===== src/rtl/uart_rx_ctrl_if.sv =====
// Bus-side and receiver-side signals of the UART receive controller.
// The controller connects through the slave modport, and the bus/receiver side through the master modport.
interface uart_rx_ctrl_if;
    logic [5:0]  uart_cr_i;
    logic [15:0] uart_brr_i;
    logic        rx_rc_i;
    logic        rx_pe_i;
    logic [7:0]  rx_data_i;
    logic        rd_en_i;
    logic [2:0]  clr_i;
    logic [2:0]  ie_i;
    logic [7:0]  rd_data_o;
    logic [15:0] status_o;
    logic        irq_o;

    modport master (
        output uart_cr_i, uart_brr_i, rx_rc_i, rx_pe_i, rx_data_i, rd_en_i, clr_i, ie_i,
        input  rd_data_o, status_o, irq_o
    );

    modport slave (
        input  uart_cr_i, uart_brr_i, rx_rc_i, rx_pe_i, rx_data_i, rd_en_i, clr_i, ie_i,
        output rd_data_o, status_o, irq_o
    );
endinterface


===== src/rtl/uart_rx_ctrl.sv =====
// UART receive controller: byte FIFO with parity tags, sticky OVR/PERR/TO flags,
// idle timeout and one registered interrupt.
module uart_rx_ctrl #(
    parameter int DEPTH     = 8,
    parameter int RX_THRESH = 1,
    parameter int TO_BITS   = 40
) (
    input  logic          clk_i,
    input  logic          rst_n_i,
    uart_rx_ctrl_if.slave bus
);
    localparam int DATA_W = 8;
    localparam int PW = (DEPTH > 1) ? $clog2(DEPTH) : 1;
    localparam int BW = $clog2(TO_BITS + 1);
    localparam logic [4:0]    DEPTH_C   = 5'(DEPTH);
    localparam logic [4:0]    THRESH_C  = 5'(RX_THRESH);
    localparam logic [BW-1:0] TO_BITS_C = BW'(TO_BITS);

    logic [DATA_W:0]   mem [DEPTH];
    logic [PW-1:0]     wr_ptr, rd_ptr;
    logic [4:0]        count;
    logic              rc_q, ovr, perr, to_flag, irq_q;
    logic [15:0]       presc, presc_d;
    logic [BW-1:0]     bit_cnt, bit_cnt_d;
    logic              ue, push_ev, pop, drop, store, idle_clr;
    logic [DATA_W:0]   head;

    always_comb begin
        ue       = bus.uart_cr_i[0];
        push_ev  = bus.rx_rc_i & ~rc_q & ue;
        pop      = bus.rd_en_i & (count != 5'd0);
        // A pop in the same cycle frees the slot, so a push at full is still stored.
        drop     = push_ev & (count == DEPTH_C) & ~pop;
        store    = push_ev & ~drop;
        idle_clr = push_ev | pop | (count == 5'd0);
    end

    // Bit-time prescaler and idle bit counter; the counter parks at TO_BITS.
    always_comb begin
        presc_d   = presc;
        bit_cnt_d = bit_cnt;
        if (idle_clr) begin
            presc_d   = '0;
            bit_cnt_d = '0;
        end else if (bus.uart_brr_i != 16'd0 && bit_cnt != TO_BITS_C) begin
            if (presc >= bus.uart_brr_i - 16'd1) begin
                presc_d   = '0;
                bit_cnt_d = bit_cnt + BW'(1);
            end else begin
                presc_d = presc + 16'd1;
            end
        end
    end

    always_ff @(posedge clk_i or negedge rst_n_i) begin
        if (!rst_n_i) begin
            rc_q    <= 1'b0;
            irq_q   <= 1'b0;
            wr_ptr  <= '0;
            rd_ptr  <= '0;
            count   <= '0;
            ovr     <= 1'b0;
            perr    <= 1'b0;
            to_flag <= 1'b0;
            presc   <= '0;
            bit_cnt <= '0;
        end else begin
            rc_q  <= bus.rx_rc_i;
            irq_q <= (bus.ie_i[0] & (count >= THRESH_C)) |
                     (bus.ie_i[1] & (ovr | perr)) |
                     (bus.ie_i[2] & to_flag);
            if (!ue) begin
                wr_ptr  <= '0;
                rd_ptr  <= '0;
                count   <= '0;
                ovr     <= 1'b0;
                perr    <= 1'b0;
                to_flag <= 1'b0;
                presc   <= '0;
                bit_cnt <= '0;
            end else begin
                if (store) wr_ptr <= wr_ptr + PW'(1);
                if (pop)   rd_ptr <= rd_ptr + PW'(1);
                count   <= count + {4'd0, store} - {4'd0, pop};
                ovr     <= drop | (ovr & ~bus.clr_i[0]);
                perr    <= (store & bus.rx_pe_i) | (perr & ~bus.clr_i[1]);
                to_flag <= (bit_cnt_d == TO_BITS_C) | (to_flag & ~bus.clr_i[2]);
                presc   <= presc_d;
                bit_cnt <= bit_cnt_d;
            end
        end
    end

    always_ff @(posedge clk_i) begin
        if (store) mem[wr_ptr] <= {bus.rx_pe_i, bus.rx_data_i};
    end

    assign head          = mem[rd_ptr];
    assign bus.rd_data_o = (count != 5'd0) ? head[DATA_W-1:0] : '0;
    assign bus.status_o  = {3'd0, count, 2'd0, (count != 5'd0) & head[DATA_W],
                            to_flag, perr, ovr, count == DEPTH_C, count != 5'd0};
    assign bus.irq_o     = irq_q;
endmodule


===== src/flat_wrapper.sv =====
// flat-port wrapper written by rule: the top's interface ports become plain ports
module uart_rx_ctrl_flat 
#(
    parameter int DEPTH     = 8,
    parameter int RX_THRESH = 1,
    parameter int TO_BITS   = 40
)
  (clk_i, rst_n_i, bus_uart_cr_i, bus_uart_brr_i, bus_rx_rc_i, bus_rx_pe_i, bus_rx_data_i, bus_rd_en_i, bus_clr_i, bus_ie_i, bus_rd_data_o, bus_status_o, bus_irq_o);
  uart_rx_ctrl_if bus_i ();
  input  logic clk_i;
  input  logic rst_n_i;
  input wire logic [$bits(bus_i.uart_cr_i)-1:0] bus_uart_cr_i;
  input wire logic [$bits(bus_i.uart_brr_i)-1:0] bus_uart_brr_i;
  input wire logic [$bits(bus_i.rx_rc_i)-1:0] bus_rx_rc_i;
  input wire logic [$bits(bus_i.rx_pe_i)-1:0] bus_rx_pe_i;
  input wire logic [$bits(bus_i.rx_data_i)-1:0] bus_rx_data_i;
  input wire logic [$bits(bus_i.rd_en_i)-1:0] bus_rd_en_i;
  input wire logic [$bits(bus_i.clr_i)-1:0] bus_clr_i;
  input wire logic [$bits(bus_i.ie_i)-1:0] bus_ie_i;
  output wire logic [$bits(bus_i.rd_data_o)-1:0] bus_rd_data_o;
  output wire logic [$bits(bus_i.status_o)-1:0] bus_status_o;
  output wire logic [$bits(bus_i.irq_o)-1:0] bus_irq_o;
  assign bus_i.uart_cr_i = bus_uart_cr_i;
  assign bus_i.uart_brr_i = bus_uart_brr_i;
  assign bus_i.rx_rc_i = bus_rx_rc_i;
  assign bus_i.rx_pe_i = bus_rx_pe_i;
  assign bus_i.rx_data_i = bus_rx_data_i;
  assign bus_i.rd_en_i = bus_rd_en_i;
  assign bus_i.clr_i = bus_clr_i;
  assign bus_i.ie_i = bus_ie_i;
  assign bus_rd_data_o = bus_i.rd_data_o;
  assign bus_status_o = bus_i.status_o;
  assign bus_irq_o = bus_i.irq_o;
  uart_rx_ctrl #(.DEPTH(DEPTH), .RX_THRESH(RX_THRESH), .TO_BITS(TO_BITS)) u_core (.clk_i(clk_i), .rst_n_i(rst_n_i), .bus(bus_i));
endmodule

===== config.mk =====
export PLATFORM = sky130hd
export DESIGN_NAME = uart_rx_ctrl_flat
export DESIGN_NICKNAME = d
export VERILOG_FILES = /design/src/rtl/uart_rx_ctrl_if.sv /design/src/rtl/uart_rx_ctrl.sv /design/src/flat_wrapper.sv
export SDC_FILE = /design/constraint.sdc
export NUM_CORES = 1
export LEC_CHECK = 0
export ABC_AREA = 1
export BUFFER_PORTS_ARGS = -buffer_cell sky130_fd_sc_hd__buf_2
export CORE_UTILIZATION = 55
export DETAILED_ROUTE_END_ITERATION = 10
export GPL_ROUTABILITY_DRIVEN = 0
export HOLD_SLACK_MARGIN = 0.03
export PLACE_DENSITY = 0.76
export SLEW_MARGIN = 30
export SYNTH_ARGS = -nofsm -noshare
export SYNTH_HDL_FRONTEND = slang
export SYNTH_SLANG_ARGS = --single-unit

===== constraint.sdc =====
create_clock -name clk_i -period 3.4 [get_ports clk_i]
set_input_delay 0.51 -clock clk_i [delete_from_list [all_inputs] [get_ports clk_i]]
set_output_delay 0.51 -clock clk_i [all_outputs]
set_load 0.1 [all_outputs]

# Word level (Yosys, flattened, before mapping)
# Memories as Yosys holds them, arrays and structs flattened.
# Index checks and enable logic that the tools add are counted.
# op_classes
n_eq_ne	6
n_addsub	7
n_lt_le_gt_ge	2
reduce_logical	4
mux	19
bitwise_logic	28
# op_table
op	count
two-way mux 16 bit	4
two-way mux 6 bit	4
adder 16 x 1 -> 16 bit, second input constant	1
>= comparator 16 bit	1
nonzero test 16 bit	1
subtractor 16 x 1 -> 16 bit, second input constant	1
AND 1 bit	14
two-way mux 3 bit	4
two-way mux 8 bit	1
bitwise OR 1 bit	8
adder 3 x 1 -> 3 bit, second input constant	2
adder 6 x 1 -> 6 bit, second input constant	1
equality test 6 bit, second input constant	1
!= test 6 bit, second input constant	1
NOT 1 bit	6
adder 5 x 1 -> 5 bit	1
equality test 5 x 4 -> 1 bit, second input constant	1
>= comparator 5 x 1 -> 1 bit, second input constant	1
zero test 5 bit	1
two-way mux 1 bit	5
two-way mux 5 bit	1
nonzero test 5 bit	1
subtractor 5 x 1 -> 5 bit	1
!= test 2 x 1 -> 1 bit, second input constant	2
2 further kinds	2
# totals
ff_bits	38
output_inout_bits	25
n_memories	1
ram_bits	72
# mem_list
memory	depth	word_bits	read_ports	rd_clocked_by_memory_dff	wr	line_no	text
u_core.mem	8	9	1	0	1	uart_rx_ctrl.sv:19	logic [DATA_W:0] mem [DEPTH];

# Logic depth before layout (Yosys ltp)
# Gate-level depths: netlist of run 1.
# depth
ltp_word	10
ltp_mapped	22
mapped_depth_nobuf	22

# Worst setup path after synthesis of run 1
# Ideal clock, no wire load.
# synth_timing
path_kind	reg2out
from	register u_core.count[2]
to	output port bus_rd_data_o[0]
arrival_time_ps	3735
stages_incl_launch_ff	8
n_path_buf	0
path_slack_ps	-845
path_cell_list	dfrtp_1 -> inv_1 -> ha_1 -> inv_1 -> nor2_2 -> clkinv_1 -> o21ai_0 -> a31oi_1
# synth_via
elab_chain_cells	2
# synth_rtl
item	line_no	text
from (decl)	uart_rx_ctrl.sv:21	logic [4:0] count;
from (signal assigned)	uart_rx_ctrl.sv:84	count <= count + {4'd0, store} - {4'd0, pop};
nonzero test 5 bit	--	
via bus_status_o[0]	flat_wrapper.sv:21	output wire logic [$bits(bus_i.status_o)-1:0] bus_status_o;
two-way mux 8 bit	uart_rx_ctrl.sv:99	assign bus.rd_data_o = (count != 5'd0) ? head[DATA_W-1:0] : '0;
to (decl)	flat_wrapper.sv:20	output wire logic [$bits(bus_i.rd_data_o)-1:0] bus_rd_data_o;
# The timed path passes the listed nets, and every way through them passes these cells.

# Worst setup path after layout of run 1
# layout_timing
from	input port bus_uart_brr_i[2]
to	register u_core.to_flag
# layout_via
elab_chain_cells	8
elab_cells_between_ends	10
cone_classes	add/sub: 1; order compare: 1; eq/ne: 1; mux: 4; bitwise: 1; reduce/logical: 2
# layout_rtl
item	line_no	text
from (decl)	flat_wrapper.sv:13	input wire logic [$bits(bus_i.uart_brr_i)-1:0] bus_uart_brr_i;
subtractor 16 x 1 -> 16 bit	uart_rx_ctrl.sv:46	if (presc >= bus.uart_brr_i - 16'd1) begin
>= comparator 16 bit	uart_rx_ctrl.sv:46	
two-way mux 6 bit	uart_rx_ctrl.sv:46	
two-way mux 6 bit *	uart_rx_ctrl.sv:45	end else if (bus.uart_brr_i != 16'd0 && bit_cnt != TO_BITS_C) begin
two-way mux 6 bit *	uart_rx_ctrl.sv:42	if (idle_clr) begin
equality test 6 bit *	uart_rx_ctrl.sv:87	to_flag <= (bit_cnt_d == TO_BITS_C) | (to_flag & ~bus.clr_i[2]);
bitwise OR 1 bit *	uart_rx_ctrl.sv:87	
two-way mux 1 bit *	uart_rx_ctrl.sv:72	if (!ue) begin
to (signal assigned)	uart_rx_ctrl.sv:87	
to (decl)	uart_rx_ctrl.sv:22	logic rc_q, ovr, perr, to_flag, irq_q;
# Every way passes the cells marked *; elsewhere a longest branch is shown, timed or not.
# A chain may end at the register's enable or synchronous reset.

==> flow_results.xml, run 1 <==
<?xml version="1.0" encoding="UTF-8"?>
<metrics>
  <group name="status">
    <metric name="status" unit="">completed</metric>
  </group>
  <group name="logic_synthesis">
    <metric name="ys_async_rst_share" unit="">0.345</metric>
    <metric name="post_synth_inst_count" unit="">612</metric>
    <metric name="yosys.cell_types.count" unit="">51</metric>
    <metric name="synth.ff_latch_count" unit="">110</metric>
    <metric name="ys_top_cells_by_count" unit="">95 x nor2_1, 73 x nand2_1, 72 x edfxtp_1</metric>
    <metric name="leading_cell_types_by_total_area_after_synthesis" unit="">edfxtp_1 36%, dfrtp_1 16%, ha_1 6.7%, nor2_1 6.0%, o21ai_0 5.0%</metric>
    <metric name="syn_area" unit="um2">5930</metric>
    <metric name="synthesis.yosys.warnings" unit="">0</metric>
    <metric name="seq_area_frac_synth" unit="">0.525</metric>
    <metric name="syn_avg_cell_area" unit="um2">9.70</metric>
    <metric name="number_of_flops_mapped_to_enable_cells_by_yosys" unit="">72</metric>
    <metric name="synthDominantAreaCellType" unit="">edfxtp_1</metric>
    <metric name="synth_top_cell_area_share" unit="">0.364</metric>
    <metric name="synthMostInstantiatedCell" unit="">nor2_1</metric>
    <metric name="ys_dominant_reg_cell" unit="">edfxtp_1</metric>
  </group>
  <group name="hold_path">
    <metric name="holdCritPathClass" unit="">in2async</metric>
  </group>
  <group name="die">
    <metric name="die_width" unit="um">106</metric>
    <metric name="placeable_core_region" unit="um2">10400</metric>
    <metric name="die_height" unit="um">106</metric>
    <metric name="dieArea" unit="um2">11200</metric>
    <metric name="initial_standard_cell_utilization_of_the_core" unit="">0.572</metric>
    <metric name="rows" unit="">37</metric>
    <metric name="io_pins" unit="">66</metric>
  </group>
  <group name="place">
    <metric name="dp_hpwl" unit="um">8970</metric>
    <metric name="preCtsSetupSlack" unit="ns">0.0336</metric>
    <metric name="io_buffers" unit="">55</metric>
  </group>
  <group name="global_route">
    <metric name="global_route.usage.met3" unit="">0.0439</metric>
    <metric name="grt_max_degree" unit="">39</metric>
    <metric name="grtUsageMet1" unit="">0.280</metric>
    <metric name="gr-max-usage-layer" unit="">met2</metric>
    <metric name="grt_util_met2" unit="">0.432</metric>
    <metric name="grtUsageTotal" unit="">0.238</metric>
    <metric name="antenna_violations_before_repair" unit="">0</metric>
    <metric name="first_pass_grt_wire_length" unit="um">20800</metric>
    <metric name="first_global_vias" unit="">4446</metric>
    <metric name="globalRoute.totalOverflow" unit="">0</metric>
  </group>
  <group name="setup_path">
    <metric name="critical_path.reg2reg.endpoint" unit="">u_core.count[4]$_DFF_PN0_</metric>
    <metric name="worstSetupEndpointType" unit="">flip-flop</metric>
    <metric name="critPathLaunchType" unit="">input port</metric>
    <metric name="worst_ep_required_time" unit="ns">3.70</metric>
    <metric name="worst_setup_path_startpoint" unit="">bus_uart_brr_i[2]</metric>
    <metric name="worstSetupPathType" unit="">in2reg</metric>
    <metric name="r2r_cells" unit="">14</metric>
    <metric name="rrSetupSlack" unit="ns">0.57</metric>
    <metric name="cp.arrival" unit="ns">3.31</metric>
    <metric name="worst_r2r_startpoint" unit="">u_core.count[1]$_DFF_PN0_</metric>
    <metric name="crit_path_max_fanout" unit="">10</metric>
  </group>
  <group name="timing">
    <metric name="slew_headroom" unit="">0.558</metric>
    <metric name="tightest_slew" unit="ns">0.662</metric>
    <metric name="fin_worst_hold_slack" unit="ns">0.0671</metric>
    <metric name="drv_slew" unit="">0</metric>
    <metric name="final.setup_skew" unit="ns">0.0134</metric>
    <metric name="clock.fmax" unit="MHz">332</metric>
    <metric name="finalSetupTns" unit="ns">0</metric>
    <metric name="fin_ws" unit="ns">0.391</metric>
    <metric name="setup_viol_count_final" unit="">0</metric>
    <metric name="unrepaired_setup_endpoints_after_global_routing" unit="">false</metric>
    <metric name="timing.final.crit_period" unit="ns">3.01</metric>
    <metric name="timing_hold_violations_final" unit="">0</metric>
    <metric name="min_period_over_period" unit="">0.885</metric>
  </group>
  <group name="final_layout">
    <metric name="antenna_cells" unit="">0</metric>
    <metric name="postLayoutCoreUtil" unit="">0.651</metric>
    <metric name="area_growth_syn_to_fin" unit="%">13.7</metric>
    <metric name="final_nets" unit="">752</metric>
    <metric name="final_layout_size_suffix_gt1_frac" unit="">0.229</metric>
  </group>
  <group name="drt">
    <metric name="drt-pass1-iter-count" unit="">5</metric>
    <metric name="drc_violations_left" unit="">0</metric>
    <metric name="vias_per_cell" unit="">5.41</metric>
    <metric name="postRouteAntennaNets" unit="">0</metric>
    <metric name="initialDrtViolationCount" unit="">240</metric>
    <metric name="detail_route.wirelength" unit="um">12400</metric>
    <metric name="detail_route.wl_per_cell" unit="um">15.2</metric>
    <metric name="num_vias" unit="">4423</metric>
  </group>
  <group name="clock_network">
    <metric name="clkTransAtPathRegs" unit="ns">0.10</metric>
    <metric name="tritoncts" unit="">built</metric>
    <metric name="clockBufferDepth" unit="">2</metric>
    <metric name="cts_repair_resize_count" unit="">0</metric>
    <metric name="cts.sink_count" unit="">110</metric>
    <metric name="cts.root.buffer_cell" unit="">clkbuf_8</metric>
    <metric name="number_of_buffers_created_by_cts" unit="">9</metric>
    <metric name="cts.hold.buffers_added" unit="">0</metric>
    <metric name="clk_latency" unit="ns">0.37</metric>
    <metric name="cts_setup_buffers" unit="">0</metric>
    <metric name="cts.htree.levels" unit="">3</metric>
  </group>
  <group name="power_and_ir_drop">
    <metric name="power.density_cell_area" unit="nW/um2">638</metric>
    <metric name="power.static_leakage" unit="nW">2.83</metric>
    <metric name="max_rail_drop_vdd" unit="mV">0.802</metric>
    <metric name="report.power.total" unit="W">0.00431</metric>
  </group>
  <group name="job">
    <metric name="maxCapViolations" unit="">0</metric>
  </group>
</metrics>
## worst max-delay path: stages
cell and delay (ns):
buf_2 0.12, nor2_1 0.09, nand2_1 0.09, nor3_2 0.15
nand3_1 0.14, nor3_1 0.21, nand2_1 0.12, nor2_1 0.13
xnor2_1 0.13, ha_1 0.26, a21oi_1 0.15, o21ai_0 0.12
a21oi_2 0.26, nand2_4 0.17, nand2_1 0.09, nand2_1 0.06
nand2_1 0.06, nand3_1 0.09, nor2_1 0.16, nand2_1 0.08
a21oi_2 0.12
## report_power, final
| part | internal, W | switching [W] | leakage (nW) |
|---|---|---|---|
| Clock | 0.000278 | 0.000459 | 0.0862 |
| Sequential | 0.00148 | 0.0000416 | 1.16 |
| Combinational | 0.000457 | 0.00159 | 1.58 |
## stage by stage
step                std cells  cell area, um2
global route              818            6750
finish                    818            6750
CTS                       817            6720
detailed placement        802            6540
global placement          802            6540
floorplan                 616            6100
## layout make-up
cell class                      count  area, um2
Fill cell                         789       3620
Sequential cell                   110       3120
Multi-Input combinational cell    413       2570
Timing Repair Buffer               75        445
Inverter                           69        262
Tap cell                          136        170
Clock buffer                        9        124
Clock inverter                      6       55.1
## sequential cells by signal, indices dropped and copies added (netlist names)
name	count
u_core.count	5
u_core.rc_q	1
u_core.presc	16
u_core.bus.irq_o	1
u_core.rd_ptr	3
u_core.ovr	1
u_core.mem	72
u_core.bit_cnt	6
u_core.to_flag	1
u_core.wr_ptr	3
u_core.perr	1
## cells in the final DEF, fill, tap and decap left out, drive strengths merged, types with 3 or more instances in the layout
master / synthesis / layout
inv: 68 / 72
dfrtp: 38 / 38
xor2: 9 / 9
nand4: 6 / 6
conb: 1 / 5
buf: 12 / 75
nor3: 7 / 7
a31oi: 10 / 10
clkbuf: 12 / 9
o22ai: 10 / 10
nor3b: 3 / 3
nor2: 108 / 108
edfxtp: 72 / 72
nand3: 16 / 16
ha: 32 / 32
o21ai: 69 / 69
nand2: 85 / 85
xnor2: 7 / 7
a21oi: 31 / 31
## worst max path at each step
| stage | end | slack (ns) |
|---|---|---|
| final | u_core.to_flag$_DFF_PN0_ | 0.39 |
| after global routing | u_core.presc[12]$_DFFE_PN0P_ | 0.14 |
| after detailed placement | u_core.presc[12]$_DFFE_PN0P_ | 0.03 |
| after global placement | u_core.presc[12]$_DFFE_PN0P_ | 0.08 |
| after CTS | bus_status_o[5] | 0.41 |
| after floorplan | bus_rd_data_o[0] | 0.11 |
## routing by layer
layer,up-vias,wire length (um),share of wire
met5,-,0,0
met4,0,289,0.023
met3,30,584,0.047
met2,110,6430,0.52
met1,2093,5100,0.41
li1,2190,-,-
## kinds of logic (layout without fill, tap and decap cells)
kind of cell | count (synthesis) | count (layout) | share of synthesized area
buf+inv | 93 | 159 | 0.0683
compound gates | 129 | 129 | 0.125
xor+xnor | 16 | 16 | 0.0236
flops | 110 | 110 | 0.525
simple gates | 230 | 230 | 0.187
other cells | 1 | 5 | 0.000632
fa+ha+maj | 33 | 33 | 0.0708
Note: power is estimated with default switching activity, not from simulation.
==> run 2: changes to the inputs <==
==> constraint.sdc (replaced) <==
create_clock -name clk_i -period 3.4 [get_ports clk_i]
set_input_delay 0.17 -clock clk_i [delete_from_list [all_inputs] [get_ports clk_i]]
set_output_delay 0.17 -clock clk_i [all_outputs]
set_load 0.1 [all_outputs]
==> flow_results.xml, run 2 (synthesis results as in run 1) <==
<?xml version="1.0" encoding="UTF-8"?>
<metrics>
  <group name="place">
    <metric name="io_buffers" unit="">55</metric>
    <metric name="place_inst" unit="">797</metric>
    <metric name="preCtsSetupSlack" unit="ns">0.164</metric>
    <metric name="dp_hpwl" unit="um">8610</metric>
  </group>
  <group name="timing">
    <metric name="unrepaired_setup_endpoints_after_global_routing" unit="">false</metric>
    <metric name="setup_viol_count_final" unit="">0</metric>
    <metric name="final.setup_skew" unit="ns">0.0105</metric>
    <metric name="fin_ws" unit="ns">0.559</metric>
    <metric name="clock.fmax" unit="MHz">352</metric>
    <metric name="slew_headroom" unit="">0.483</metric>
    <metric name="drv_slew" unit="">0</metric>
    <metric name="tightest_slew" unit="ns">0.775</metric>
    <metric name="timing.final.crit_period" unit="ns">2.84</metric>
    <metric name="timing_hold_violations_final" unit="">0</metric>
    <metric name="min_period_over_period" unit="">0.836</metric>
  </group>
  <group name="final_layout">
    <metric name="biggestRegsByFlops" unit="">u_core.mem x72, u_core.presc x16, u_core.bit_cnt x6</metric>
    <metric name="largest_register_ffs" unit="">72</metric>
    <metric name="final_nets" unit="">750</metric>
    <metric name="area_growth_syn_to_fin" unit="%">12.1</metric>
    <metric name="mostFrequentLayoutCell" unit="">nor2_1</metric>
    <metric name="filler_cell_count" unit="">817</metric>
    <metric name="antenna_cells" unit="">0</metric>
    <metric name="register_ranked_first_by_flip_flop_count" unit="">u_core.mem</metric>
    <metric name="layout.cells.most_common_list" unit="">94 x nor2_1, 73 x nand2_1, 72 x edfxtp_1</metric>
    <metric name="final_layout_size_suffix_gt1_frac" unit="">0.217</metric>
    <metric name="layoutNonFillerInstCount" unit="">817</metric>
  </group>
  <group name="setup_path">
    <metric name="timing.critical_path.max_delay_family" unit="">simple AND/OR/NAND/NOR gates</metric>
    <metric name="worst_ep_required_time" unit="ns">3.71</metric>
    <metric name="critPathLaunchType" unit="">input port</metric>
    <metric name="critPathBufInv" unit="">4</metric>
    <metric name="cp.arrival" unit="ns">3.15</metric>
    <metric name="worstPathCellList" unit="">buf_2, nor2_1, nand2_1, nor3_2, nand3_1, nor3_1, nand2_1, o21ai_0, o21ai_1, inv_1, ha_1, a21oi_1, o21ai_0, a21oi_2, nand2_4, nor2_4, inv_2, nor2_4, inv_2, a21oi_2, nand2_1, o21ai_2</metric>
    <metric name="worstSetupPathType" unit="">in2reg</metric>
    <metric name="worstSetupEndpointType" unit="">flip-flop</metric>
    <metric name="crit_top_cell" unit="">nand2_1</metric>
    <metric name="cp_slowest_cell" unit="">nor3_1</metric>
    <metric name="timing.critical_path.slowest_cell_delay" unit="ns">0.25</metric>
    <metric name="crit_path_max_fanout" unit="">10</metric>
  </group>
  <group name="clock_network">
    <metric name="clockBufferDepth" unit="">2</metric>
    <metric name="number_of_buffers_created_by_cts" unit="">9</metric>
    <metric name="cts_repair_resize_count" unit="">0</metric>
    <metric name="cts.htree.levels" unit="">3</metric>
    <metric name="clkTransAtPathRegs" unit="ns">0.10</metric>
    <metric name="cts.sink_count" unit="">110</metric>
    <metric name="cts.root.buffer_cell" unit="">clkbuf_8</metric>
    <metric name="cts_setup_buffers" unit="">0</metric>
    <metric name="tritoncts" unit="">built</metric>
    <metric name="clk_latency" unit="ns">0.37</metric>
  </group>
  <group name="power_and_ir_drop">
    <metric name="max_rail_drop_vdd" unit="mV">0.634</metric>
    <metric name="power.density_cell_area" unit="nW/um2">630</metric>
    <metric name="power.static_leakage" unit="nW">2.81</metric>
    <metric name="report.power.total" unit="W">0.00419</metric>
  </group>
  <group name="drt">
    <metric name="detail_route.wl_per_cell" unit="um">14.8</metric>
    <metric name="num_vias" unit="">4382</metric>
    <metric name="drc_violations_left" unit="">0</metric>
    <metric name="postRouteAntennaNets" unit="">0</metric>
    <metric name="vias_per_cell" unit="">5.36</metric>
    <metric name="detail_route.wirelength" unit="um">12100</metric>
    <metric name="drt-pass1-iter-count" unit="">5</metric>
    <metric name="initialDrtViolationCount" unit="">259</metric>
  </group>
  <group name="status">
    <metric name="status" unit="">completed</metric>
  </group>
  <group name="die">
    <metric name="dieArea" unit="um2">11200</metric>
    <metric name="initial_standard_cell_utilization_of_the_core" unit="">0.572</metric>
    <metric name="placeable_core_region" unit="um2">10400</metric>
    <metric name="die_width" unit="um">106</metric>
    <metric name="rows" unit="">37</metric>
    <metric name="io_pins" unit="">66</metric>
    <metric name="die_height" unit="um">106</metric>
  </group>
  <group name="hold_path">
    <metric name="holdCritPathClass" unit="">in2reg</metric>
  </group>
  <group name="global_route">
    <metric name="grtUsageTotal" unit="">0.225</metric>
    <metric name="first_global_vias" unit="">4251</metric>
    <metric name="antenna_violations_before_repair" unit="">0</metric>
    <metric name="first_pass_grt_wire_length" unit="um">19600</metric>
    <metric name="globalRoute.totalOverflow" unit="">0</metric>
    <metric name="grt_max_degree" unit="">39</metric>
  </group>
  <group name="job">
    <metric name="maxCapViolations" unit="">0</metric>
  </group>
</metrics>
## run 2: cell count changes in the layout (fill, tap and decap cells not counted), moves of 2 or more
cell           delta
a31oi_4           -9
inv_6             -2
clkinv_4          +2
dlygate4sd3_1     +3
a31oi_2           +9
dfrtp_2           -3
buf_4             -5
dfrtp_1           +3
## run 2: timing repair
action	in CTS	in global routing
endpoints found under the setup margin	0	0
hold buffers	3	0
endpoints found under the hold margin	40	0
## run 2: metal layers
metal | GRT usage | vias to the layer above | wire (um)
met5 | 0 | - | 0
met3 | 0.0340 | 14 | 532
met2 | 0.391 | 106 | 5930
li1 | - | 2191 | -
met4 | 0.0516 | 0 | 127
met1 | 0.297 | 2071 | 5460
## run 2: through the flow
step / hold slack, ns / cell area [um2] / utilization / TNS [ns]
finish: 0.0431 / 6650 / 0.642 / 0
global route: 0.0384 / 6650 / 0.642 / 0
CTS: 0.0342 / 6630 / 0.640 / 0
detailed placement: 0.318 / 6410 / 0.619 / 0
global placement: 0.308 / 6410 / 0.619 / 0
floorplan: -0.126 / 6010 / - / -0.173
## run 2: area by class of cell
cell class,count,area (um2),share of cell area
multi-input cells,413,2490,0.374
repair buffers,73,430,0.0647
clock buffers,10,128,0.0192
inverters,69,262,0.0393
flip-flops and latches,110,3110,0.468
clock inverters,6,60.1,0.00903
well taps,136,170,0.0256
## run 2: where the power goes
part / total [W] / switching, W / internal [W]
clock: 0.000729 / 0.000448 / 0.000280
sequential: 0.00153 / 0.0000500 / 0.00148
combinational: 0.00193 / 0.00152 / 0.000411
total: 0.00419 / 0.00202 / 0.00217
## run 2: worst paths after layout
| path | from | to | slack, ns | cells past startpoint |
|---|---|---|---|---|
| worst max register to register | u_core.count[1]$_DFF_PN0_ | u_core.count[4]$_DFF_PN0_ | 0.58 | 14 |
| min in group asynchronous | rst_n_i | u_core.ovr$_DFF_PN0_ | 0.20 | 2 |
| worst min register to register | u_core.presc[13]$_DFFE_PN0P_ | u_core.presc[13]$_DFFE_PN0P_ | 0.55 | 2 |
| worst min-delay path | bus_clr_i[0] | u_core.ovr$_DFF_PN0_ | 0.04 | 4 |
| worst max-delay path | bus_uart_brr_i[2] | u_core.presc[12]$_DFFE_PN0P_ | 0.56 | 22 |
| max in group asynchronous | rst_n_i | u_core.presc[13]$_DFFE_PN0P_ | 2.76 | 3 |
## run 2: worst reg2reg max path, stage by stage, from the launching register on
cell	delay (ns)
dfrtp_1	0.44
inv_1	0.17
nand3_1	0.15
nor2_2	0.20
nor2_1	0.11
inv_1	0.14
nand3_1	0.13
nand2_1	0.13
inv_1	0.12
ha_1	0.24
fa_1	0.42
a21oi_1	0.17
o21ba_2	0.15
o21ai_0	0.07
a21oi_1	0.12
==> run 3: changes to the inputs <==
--- a/config.mk
+++ b/config.mk
@@ -5,7 +5,7 @@
 export SDC_FILE = /design/constraint.sdc
 export NUM_CORES = 1
 export LEC_CHECK = 0
-export ABC_AREA = 1
+export ABC_AREA = 0
 export BUFFER_PORTS_ARGS = -buffer_cell sky130_fd_sc_hd__buf_2
 export CORE_UTILIZATION = 55
 export DETAILED_ROUTE_END_ITERATION = 10
==> constraint.sdc (replaced) <==
create_clock -name clk_i -period 2.7 [get_ports clk_i]
set_input_delay 0.135 -clock clk_i [delete_from_list [all_inputs] [get_ports clk_i]]
set_output_delay 0.135 -clock clk_i [all_outputs]
set_load 0.1 [all_outputs]
==> flow_results.xml, run 3 <==
<?xml version="1.0" encoding="UTF-8"?>
<metrics>
  <group name="status">
    <metric name="status" unit="">completed</metric>
  </group>
  <group name="logic_synthesis">
    <metric name="synthMostInstantiatedCell" unit="">edfxtp_1</metric>
    <metric name="yosys.cell_types.count" unit="">45</metric>
    <metric name="synthesis.yosys.warnings" unit="">0</metric>
    <metric name="leading_cell_types_by_total_area_after_synthesis" unit="">edfxtp_1 38%, dfrtp_1 17%, mux4_2 7.2%, ha_1 7.1%, nand2_1 3.1%</metric>
    <metric name="ys_top_cells_by_count" unit="">72 x edfxtp_1, 46 x nand2_1, 39 x nor2_1</metric>
    <metric name="syn_avg_cell_area" unit="um2">12.4</metric>
    <metric name="syn_area" unit="um2">5640</metric>
    <metric name="number_of_flops_mapped_to_enable_cells_by_yosys" unit="">72</metric>
    <metric name="post_synth_inst_count" unit="">455</metric>
    <metric name="combinational_family_with_the_most_area_after_synthesis" unit="">simple AND/OR/NAND/NOR gates</metric>
    <metric name="post_synth_and_or_nand_nor_area_fraction" unit="">0.142</metric>
    <metric name="synth_top_cell_area_share" unit="">0.384</metric>
    <metric name="synth-adder-area-share" unit="">0.0746</metric>
    <metric name="synthDominantAreaCellType" unit="">edfxtp_1</metric>
    <metric name="synth.area.mux_share" unit="">0.0932</metric>
    <metric name="ys_async_rst_share" unit="">0.345</metric>
    <metric name="seq_area_frac_synth" unit="">0.552</metric>
    <metric name="ys_dominant_reg_cell" unit="">edfxtp_1</metric>
    <metric name="synth_compound_area_frac" unit="">0.0615</metric>
    <metric name="synth_xor_xnor_area_share" unit="">0.0435</metric>
    <metric name="synth.ff_latch_count" unit="">110</metric>
  </group>
  <group name="drt">
    <metric name="postRouteAntennaNets" unit="">0</metric>
    <metric name="drc_violations_left" unit="">0</metric>
    <metric name="detail_route.wl_per_cell" unit="um">16.2</metric>
    <metric name="drt-pass1-iter-count" unit="">4</metric>
    <metric name="num_vias" unit="">3841</metric>
    <metric name="detail_route.wirelength" unit="um">11400</metric>
    <metric name="vias_per_cell" unit="">5.47</metric>
    <metric name="initialDrtViolationCount" unit="">191</metric>
  </group>
  <group name="timing">
    <metric name="unrepaired_setup_endpoints_after_global_routing" unit="">true</metric>
    <metric name="timing.final.crit_period" unit="ns">2.67</metric>
    <metric name="fin_worst_hold_slack" unit="ns">0.0439</metric>
    <metric name="clock.fmax" unit="MHz">375</metric>
    <metric name="timing_hold_violations_final" unit="">0</metric>
    <metric name="setup_viol_count_final" unit="">0</metric>
    <metric name="slew_headroom" unit="">0.583</metric>
    <metric name="tightest_slew" unit="ns">0.625</metric>
    <metric name="min_period_over_period" unit="">0.988</metric>
    <metric name="drv_slew" unit="">0</metric>
    <metric name="final.setup_skew" unit="ns">0.0132</metric>
  </group>
  <group name="die">
    <metric name="initial_standard_cell_utilization_of_the_core" unit="">0.571</metric>
    <metric name="rows" unit="">36</metric>
    <metric name="placeable_core_region" unit="um2">9860</metric>
    <metric name="die_width" unit="um">103</metric>
    <metric name="io_pins" unit="">66</metric>
    <metric name="dieArea" unit="um2">10700</metric>
    <metric name="die_height" unit="um">103</metric>
  </group>
  <group name="setup_path">
    <metric name="crit_path_max_fanout" unit="">4</metric>
    <metric name="cp.arrival" unit="ns">2.98</metric>
    <metric name="worst_r2r_startpoint" unit="">u_core.count[3]$_DFF_PN0_</metric>
    <metric name="critPathLaunchType" unit="">flip-flop</metric>
    <metric name="worst_setup_path_startpoint" unit="">u_core.count[3]$_DFF_PN0_</metric>
    <metric name="rrSetupSlack" unit="ns">0.03</metric>
    <metric name="worst_ep_required_time" unit="ns">3.01</metric>
    <metric name="worstSetupPathType" unit="">reg2reg</metric>
    <metric name="worstSetupEndpointType" unit="">flip-flop</metric>
  </group>
  <group name="power_and_ir_drop">
    <metric name="max_rail_drop_vdd" unit="mV">0.809</metric>
    <metric name="power.static_leakage" unit="nW">2.67</metric>
    <metric name="power.density_cell_area" unit="nW/um2">798</metric>
  </group>
  <group name="final_layout">
    <metric name="layout.cells.most_common_list" unit="">72 x edfxtp_1, 50 x buf_2, 44 x nand2_1, 44 x buf_4, 33 x dfrtp_1</metric>
    <metric name="postLayoutCoreUtil" unit="">0.702</metric>
    <metric name="mostFrequentLayoutCell" unit="">edfxtp_1</metric>
    <metric name="filler_cell_count" unit="">732</metric>
    <metric name="final-seq-area" unit="um2">3130</metric>
    <metric name="area_growth_syn_to_fin" unit="%">22.9</metric>
    <metric name="biggestRegsByFlops" unit="">u_core.mem x72, u_core.presc x16, u_core.bit_cnt x6</metric>
    <metric name="register_ranked_first_by_flip_flop_count" unit="">u_core.mem</metric>
    <metric name="largest_register_ffs" unit="">72</metric>
    <metric name="multi_input_comb_area" unit="um2">2580</metric>
    <metric name="final_layout_size_suffix_gt1_frac" unit="">0.324</metric>
    <metric name="layoutNonFillerInstCount" unit="">702</metric>
    <metric name="final_nets" unit="">637</metric>
  </group>
  <group name="clock_network">
    <metric name="number_of_buffers_created_by_cts" unit="">9</metric>
    <metric name="cts.root.buffer_cell" unit="">clkbuf_8</metric>
    <metric name="clkTransAtPathRegs" unit="ns">0.12</metric>
    <metric name="cts.sink_count" unit="">110</metric>
    <metric name="tritoncts" unit="">built</metric>
    <metric name="cts.htree.levels" unit="">3</metric>
    <metric name="clk_latency" unit="ns">0.38</metric>
    <metric name="clockBufferDepth" unit="">2</metric>
  </group>
  <group name="place">
    <metric name="place_inst" unit="">664</metric>
    <metric name="dp_hpwl" unit="um">7990</metric>
    <metric name="io_buffers" unit="">55</metric>
  </group>
  <group name="global_route">
    <metric name="first_global_vias" unit="">3759</metric>
    <metric name="globalRoute.totalOverflow" unit="">0</metric>
    <metric name="grt_max_degree" unit="">39</metric>
    <metric name="grtUsageTotal" unit="">0.234</metric>
    <metric name="first_pass_grt_wire_length" unit="um">18300</metric>
    <metric name="antenna_violations_before_repair" unit="">1</metric>
  </group>
  <group name="hold_path">
    <metric name="holdCritPathClass" unit="">in2reg</metric>
    <metric name="hold_path.startpoint" unit="">bus_rx_data_i[7]</metric>
  </group>
  <group name="job">
    <metric name="maxCapViolations" unit="">0</metric>
  </group>
</metrics>
run 3: cell families after synthesis:
| family | Yosys count |
|---|---|
| AO/OA/AOI/OAI | 56 |
| XOR/XNOR | 28 |
| adder cells (fa/ha/maj) | 33 |
| buffers and inverters | 39 |
| flip-flops | 110 |
| multiplexers | 30 |
| other | 1 |
| AND/OR/NAND/NOR | 158 |
run 3: metrics by stage:
stage	setup TNS [ns]	cell area (um2)	setup WS, ns	power (W)
after floorplan	-4.24	5870	-0.672	0.00404
after global placement	-3.62	6470	-0.280	0.00444
after detailed placement	-6.61	6470	-0.482	0.00449
after CTS	0	6780	0.00659	0.00549
after global routing	-0.556	6930	-0.116	0.00581
final	0	6930	0.0327	0.00553
run 3: layer usage:
metal / wire length, um / track usage / vias to the layer above / part of all wire
li1: - / - / 1854 / -
met2: 5990 / 0.406 / 70 / 0.53
met5: 0 / 0 / - / 0
met3: 321 / 0.0417 / 19 / 0.028
met1: 4850 / 0.290 / 1898 / 0.43
met4: 242 / 0.0975 / 0 / 0.021
run 3: cell type report:
| cell class | instances | share of cell area |
|---|---|---|
| Tap cell | 133 | 0.0240 |
| Timing Repair Buffer | 112 | 0.112 |
| Clock inverter | 6 | 0.00776 |
| Clock buffer | 10 | 0.0184 |
| Antenna cell | 1 | 0.000361 |
| Inverter | 20 | 0.0135 |
| Sequential cell | 110 | 0.452 |
| Multi-Input combinational cell | 310 | 0.373 |
run 3: timing repair:
action | CTS | global route
buffers inserted | 4 | 7
pin swaps | 2 | 15
hold buffers | 10 | 0
setup endpoints to repair | 6 | 13
endpoints found under the hold margin | 81 | 0
gates resized for setup | 1 | 24
run 3: path summary, 6_finish.rpt:
check | endpoint | cells after the start
min in group asynchronous | u_core.count[2]$_DFF_PN0_ | 2
worst min register to register | u_core.presc[0]$_DFFE_PN0P_ | 1
worst max register to register | u_core.count[4]$_DFF_PN0_ | 14
worst min-delay path | u_core.mem[5][7]$_DFFE_PP_ | 1
max in group asynchronous | u_core.count[0]$_DFF_PN0_ | 2
worst max-delay path | u_core.count[4]$_DFF_PN0_ | 14
run 3: where the power goes:
part           leakage [nW]  internal (W)  total [W]  switching (W)
Combinational          1.42      0.000795    0.00262        0.00183
Sequential             1.16       0.00188    0.00195      0.0000681
Clock                0.0898      0.000355   0.000957       0.000602
run 3: worst max-delay path: stages (launching register included):
cell and delay [ns]:
dfrtp_4 0.51, inv_4 0.08, ha_4 0.13, and3_4 0.19, clkinvlp_4 0.11, nand2_4 0.11
inv_6 0.05, ha_4 0.25, inv_2 0.04, ha_4 0.15, fa_2 0.36, a21oi_2 0.12
nor2_1 0.05, or3_1 0.30, a21boi_1 0.14
